<file path="config.mk">
export PLATFORM = sky130hd
export DESIGN_NAME = gate_sweep
export DESIGN_NICKNAME = d
export VERILOG_FILES = /design/src/rtl/gate_sweep.sv
export SDC_FILE = /design/constraint.sdc
export NUM_CORES = 1
export LEC_CHECK = 0
export CAP_MARGIN = 10
export CORE_ASPECT_RATIO = 0.7
export CORE_MARGIN = 1.5
export CORE_UTILIZATION = 35
export DETAILED_ROUTE_END_ITERATION = 7
export SKIP_CTS_REPAIR_TIMING = 1
export SLEW_MARGIN = 25
export SYNTH_ARGS = -nofsm -noshare
export SYNTH_HDL_FRONTEND = slang
export SYNTH_SLANG_ARGS = --single-unit
</file>
<file path="constraint.sdc">
create_clock -name clk -period 2.21 [get_ports clk]
set_input_delay 0.663 -clock clk [delete_from_list [all_inputs] [get_ports clk]]
set_output_delay 0.663 -clock clk [all_outputs]
set_load 0.01 [all_outputs]
</file>
<file path="src/rtl/gate_sweep.sv">
// N-input logic unit with eight selectable gate functions, a registered output,
// and a sweeper that records the whole truth table of the selected function.
module gate_sweep #(
  parameter int N = 2,
  localparam int TT = 1 << N
) (
  input  logic          clk,
  input  logic          rst,
  input  logic [N-1:0]  a,
  input  logic [2:0]    mode,
  input  logic          start,
  output logic          y,
  output logic [N-1:0]  vec,
  output logic          busy,
  output logic          done,
  output logic [TT-1:0] truth_table
);

  typedef enum logic [1:0] {
    IDLE  = 2'd0,
    SWEEP = 2'd1,
    DONE  = 2'd2
  } state_t;

  localparam logic [N-1:0] VEC_LAST = {N{1'b1}};

  state_t         state_r;
  logic [2:0]     mode_q_r;
  logic [N-1:0]   op_s;
  logic [2:0]     fsel_s;

  // Selected gate function applied to an N-bit vector; INV/BUF look at bit 0 only.
  function automatic logic gate_fn(input logic [2:0] m, input logic [N-1:0] v);
    logic r;
    case (m)
      3'd0:    r = ~(|v);
      3'd1:    r = ~(&v);
      3'd2:    r = &v;
      3'd3:    r = |v;
      3'd4:    r = ^v;
      3'd5:    r = ~(^v);
      3'd6:    r = ~v[0];
      3'd7:    r = v[0];
      default: r = 1'b0;
    endcase
    return r;
  endfunction

  // While sweeping, the counter and the captured mode replace the live inputs.
  always_comb begin
    op_s   = a;
    fsel_s = mode;
    if (busy) begin
      op_s   = vec;
      fsel_s = mode_q_r;
    end else begin
      op_s   = a;
      fsel_s = mode;
    end
  end

  // Sweep FSM; busy/done are registered alongside the state they decode.
  always_ff @(posedge clk) begin
    if (rst) begin
      state_r     <= IDLE;
      y           <= 1'b0;
      vec         <= '0;
      busy        <= 1'b0;
      done        <= 1'b0;
      truth_table <= '0;
      mode_q_r    <= 3'd0;
    end else begin
      y <= gate_fn(fsel_s, op_s);
      case (state_r)
        IDLE: begin
          if (start) begin
            state_r     <= SWEEP;
            busy        <= 1'b1;
            done        <= 1'b0;
            vec         <= '0;
            mode_q_r    <= mode;
            truth_table <= '0;
          end else begin
            state_r <= IDLE;
            busy    <= 1'b0;
            done    <= 1'b0;
          end
        end
        SWEEP: begin
          truth_table[vec] <= gate_fn(mode_q_r, vec);
          if (vec == VEC_LAST) begin
            // Counter parks on the last vector; it is cleared on the way back to IDLE.
            state_r <= DONE;
            busy    <= 1'b0;
            done    <= 1'b1;
          end else begin
            vec <= vec + {{(N-1){1'b0}}, 1'b1};
          end
        end
        DONE: begin
          state_r <= IDLE;
          busy    <= 1'b0;
          done    <= 1'b0;
          vec     <= '0;
        end
        default: begin
          state_r <= IDLE;
          busy    <= 1'b0;
          done    <= 1'b0;
          vec     <= '0;
        end
      endcase
    end
  end

endmodule
</file>
# ---- Word-level counts from Yosys, hierarchy flattened
# Cells that the tools add are included.
# W data, S select, Z words.
dict set report word_totals {
  rom_bits 0
  regBits 14
  mem_count 0
  wordCells 73
  ramBits 0
  latchBits 0
  out_inout_bits 9
}
dict set report op_classes {
  n_addsub 1
  n_reduce_logical 15
  mul 0
  n_eq_ne 19
  n_div 0
  mux 20
  bitwise_logic 9
  magnitude_cmp 2
  n_shift 0
}
# operator n
set op_table {}
lappend op_table {{$eq A3 B3 Y1 const B} 8}
lappend op_table {{$pmux W1 S8} 2}
lappend op_table {{$eq A3 B2 Y1 const B} 4}
lappend op_table {{$reduce_and A2 Y1} 5}
lappend op_table {{$not A1 Y1} 9}
lappend op_table {{$mux W2} 4}
lappend op_table {{$pmux W2 S2} 2}
lappend op_table {{$pmux W4 S2} 1}
lappend op_table {{$eq A3 B1 Y1 const B} 2}
lappend op_table {{$logic_not A3 Y1} 2}
lappend op_table {{$mux W1} 6}
lappend op_table {{$ne A2 B2 Y1 const B} 3}
lappend op_table {{$reduce_or A2 Y1} 3}
lappend op_table {{$bwmux W4} 1}
lappend op_table {{$mux W4} 1}
lappend op_table {{$reduce_xor A2 Y1} 2}
lappend op_table {{$lt A2 B3 Y1 const B} 1}
lappend op_table {{$mux W3} 1}
lappend op_table {{$add A2 B1 Y2 const B} 1}
lappend op_table {{$demux W1 S2} 1}
lappend op_table {{$eq A2 B1 Y1 const B} 1}
lappend op_table {{$eq A2 B2 Y1 const B} 1}
lappend op_table {{$ge A2 B1 Y1 const B} 1}
lappend op_table {{$logic_not A2 Y1} 1}
lappend op_table {{other kinds (3)} 3}

# ---- Depth between registers and ports, before layout
dict set report depth {
  word_depth 7
  mapped_depth 8
  depth_no_buf 7
}

# ---- Worst setup path after synthesis
# OpenSTA, ideal clock, no wires.
dict set report synth_path {
  path_type {input to register}
  startpoint {input a[0]}
  endpoint {register y}
  arrival_ps 1784
  setup_time_ps 122
  stages 6
  slack_ps 304
  required_ps 2088
  cell_sequence {mux2i_1 ha_1 or2_2 a211o_1 nand4b_1 o21ai_0}
}
dict set report synth_between {
  elab_chain_cells 4
  word_cells_on_any_way 9
  classes_between {mux: 2; bitwise: 4; reduce/logical: 3}
}
# item line_no
set synth_rtl {}
lappend synth_rtl {{start, declared} 9} ;# input logic [N-1:0] a,
lappend synth_rtl {{$mux W2 (*)} 53} ;# if (busy) begin
lappend synth_rtl {{$reduce_xor A2 Y1 (tied with other cells)} {40, 41}}
lappend synth_rtl {{$not A1 Y1 (on tied branches)} {41, 36, 37}}
lappend synth_rtl {{$pmux W1 S8 (*)} 35} ;# case (m)
lappend synth_rtl {{end signal, assigned} 73} ;# y <= gate_fn(fsel_s, op_s);
lappend synth_rtl {{end, declared} 12} ;# output logic y,
# Every way passes the cells marked *; elsewhere a longest branch is shown, timed or not.
# A chain may end at the register's enable or synchronous reset.

# ---- Final worst setup path
# Ends and elaborated chain as after synthesis.

==> results.sh <==
export IMPL_status="finished clean"
export IMPL_r2r_start="busy"
export IMPL_dr_total_vias=824
export IMPL_crit_path_end_kind="register"
export IMPL_min_period_ns=2.092
export IMPL_numCtsBuffers=3
export IMPL_r2r_end="y"
export IMPL_drtAntennaViolNets=0
export IMPL_grt_first_pass_wirelength_mm=3.318
export IMPL_clk_insertion_delay_late_ns=0.24
export IMPL_fillerInstances=241
export IMPL_drtIter0Drc=14
export IMPL_yosys_warnings=0
export IMPL_io_pins=17
export IMPL_synth_distinct_cells=34
export IMPL_vias_per_cell=5.215
export IMPL_pwr_share_comb=0.257
export IMPL_min_from="done"
export IMPL_ys_seq_area_frac=0.2991
export IMPL_ys_top_cells_by_count="dfxtp_1, nand2_1, a21oi_1"
export IMPL_syn_inst=106
export IMPL_coreArea_um2=2496
export IMPL_grt_usage=0.1515
export IMPL_synth_seq_cells=14
export IMPL_nets=140
export IMPL_syn_area_um2=937.1
export IMPL_drt_pass1_iterations=4
export IMPL_cp_endpoint="y"
export IMPL_cts_sinks=14
export IMPL_synth_mux_area_frac=0.1068
export IMPL_synth_simple_area_share=0.2937
export IMPL_p_leak_nw=0.4443
export IMPL_max_freq_mhz=478.1
export IMPL_path_max_fanout=2
export IMPL_synth_area_leader_cell="dfxtp_1"
export IMPL_p_switching_mw=0.1866
export IMPL_worstPathRequired_ns=2.34
export IMPL_post_synth_xor_area_fraction=0
export IMPL_intPower_mw=0.4750
export IMPL_cts_root_buf="clkbuf_8"
export IMPL_p_sw_frac=0.2820
export IMPL_htree_levels=1
export IMPL_tritoncts="built"
export IMPL_yosys_area_top_type_share=0.2991
export IMPL_cts_buffer_depth=2
export IMPL_dieHeight_um=46.30
export IMPL_grt_overflow=0
export IMPL_regArea_um2=280.3
export IMPL_hold_viol_final=0
export IMPL_clock_skew_ns=0.003573
export IMPL_fin_ws_ns=0.1185
export IMPL_pre_cts_ws_ns=-0.2271
export IMPL_multi_input_area_um2=620.6
export IMPL_synth_top_family_by_area="simple AND/OR/NAND/NOR gates"
export IMPL_clkPwrFrac=0.318
export IMPL_antenna_cells=0
export IMPL_ff2ff_path_depth=6
export IMPL_min_period_over_period=0.9464
export IMPL_synth_compound_area_frac=0.1789
export IMPL_synth_edff_count=0
export IMPL_drive_gt1_frac=0.1532
export IMPL_fp_dieArea_um2=3002
export IMPL_rows=15
export IMPL_cp_arrival_ns=2.23
export IMPL_detailed_place_hpwl_mm=1.531
export IMPL_route_detailed_drc=0
export IMPL_grt_max_degree=18
export IMPL_drt_total_wl_mm=2.021
export IMPL_ir_worst_vdd_uv=296.5
export IMPL_crit_path_start_kind="input pin"
export IMPL_instances_no_fill=158
export IMPL_fin_total_pwr_mw=0.6616
export IMPL_worstMarginPinSlew_ns=0.3511
export IMPL_grt_pass1_vias=727
export IMPL_wl_per_cell_um=12.79
export IMPL_path_clk_slew_ns=0.06
export IMPL_grt_antenna_before_repair=0
export IMPL_syn_nets=120
export IMPL_crit_type="in2reg"
export IMPL_synth_area_leaders="dfxtp_1, ha_1, nand2_1"
export IMPL_slew_viol_final=0
export IMPL_gp_congestion=0.7625
export IMPL_synth_fa_ha_area_frac=0.08011
export IMPL_worstHoldPathType="reg2reg"
export IMPL_async_reset_ff_frac=0
export IMPL_rsz0062_at_grt="no"
export IMPL_area_growth_pct=26.57
export IMPL_slew_headroom=0.7656
export IMPL_power_frac_seq=0.425
export IMPL_r2r_setup_slack_ns=0.39
export IMPL_ys_flop_type="dfxtp_1"
export IMPL_max_cap_violations=0
export IMPL_die_w_um=64.85
export IMPL_initial_utilization=0.3754
export IMPL_placedCellCount=155
export IMPL_io_buffers=16
export IMPL_p_per_area_nw_per_um2=557.8
export IMPL_syn_avg_cell_area_um2=8.841
export IMPL_critPathLaunch="a[0]"
export IMPL_setup_violations=0
-- layout make-up --
cell class,instances,share of cell area
multi-input combinational,83,0.5232
sequential,14,0.2363
timing repair buffer,19,0.1540
tap,34,0.03586
clock buffer,3,0.03481
inverter,5,0.01582
-- power groups by stage --
stage | registers, mW | clock network (mW) | logic, mW
after floorplan | 0.285 | 0 | 0.112
after global placement | 0.286 | 0 | 0.166
final | 0.281 | 0.210 | 0.170
after detailed placement | 0.287 | 0 | 0.167
after global routing | 0.284 | 0.226 | 0.187
after CTS | 0.281 | 0.214 | 0.168
-- cells by family (layout without fill, tap and decap cells) --
group,Yosys count,after routing
AO/OA/AOI/OAI,21,21
adder cells (fa/ha/maj),6,6
buffers and inverters,9,27
flip-flops,14,14
multiplexers,8,8
AND/OR/NAND/NOR,48,48
-- worst max-delay path, stage by stage --
cell	delay [ns]
clkdlybuf4s50_1	0.42
mux2i_1	0.18
ha_1	0.28
or2_4	0.24
a211o_1	0.29
nand4b_1	0.09
o21ai_1	0.07
-- sequential cells by signal, indices dropped and copies added, names as in the netlist --
| register | flops |
|---|---|
| busy | 1 |
| done | 1 |
| mode_q_r | 3 |
| state_r | 2 |
| truth_table | 4 |
| vec | 2 |
| y | 1 |
-- per-layer routing --
layer | wire [µm] | global-route usage | vias to the layer above
met5 | 0 | 0 | -
met4 | 33 | 0.06383 | 0
met3 | 62 | 0.04401 | 4
met2 | 877 | 0.2268 | 10
met1 | 1048 | 0.2050 | 393
li1 | - | - | 417
-- placed cells by master (no fill, tap or decap), drive strengths merged, types with 4 or more instances in the layout --
cell type / instances
nand2b: 6
nand2: 14
nor3: 6
ha: 6
inv: 5
clkdlybuf4s50: 16
a21oi: 8
dfxtp: 14
nor2: 4
mux2i: 5
nand4b: 6
-- metrics by stage --
| step | utilization | cell area [µm²] | TNS [ns] | hold WS, ns |
|---|---|---|---|---|
| after floorplan | - | 937.1 | 0 | 0.4632 |
| after global placement | 0.4576 | 1142 | -0.1827 | 0.4576 |
| after detailed placement | 0.4576 | 1142 | -0.2271 | 0.4691 |
| after CTS | 0.4742 | 1184 | 0 | 0.4822 |
| after global routing | 0.4752 | 1186 | 0 | 0.5151 |
| final | 0.4752 | 1186 | 0 | 0.4758 |
-- how the worst min path moves through the flow --
stage                   to  cells past startpoint
6_report              done                      1
5_1_grt               done                      1
4_1_cts               done                      1
3_5_place_dp          done                      1
3_3_place_gp          done                      1
2_1_floorplan  mode_q_r[2]                      2
Note: power is estimated with default switching activity, not from simulation.
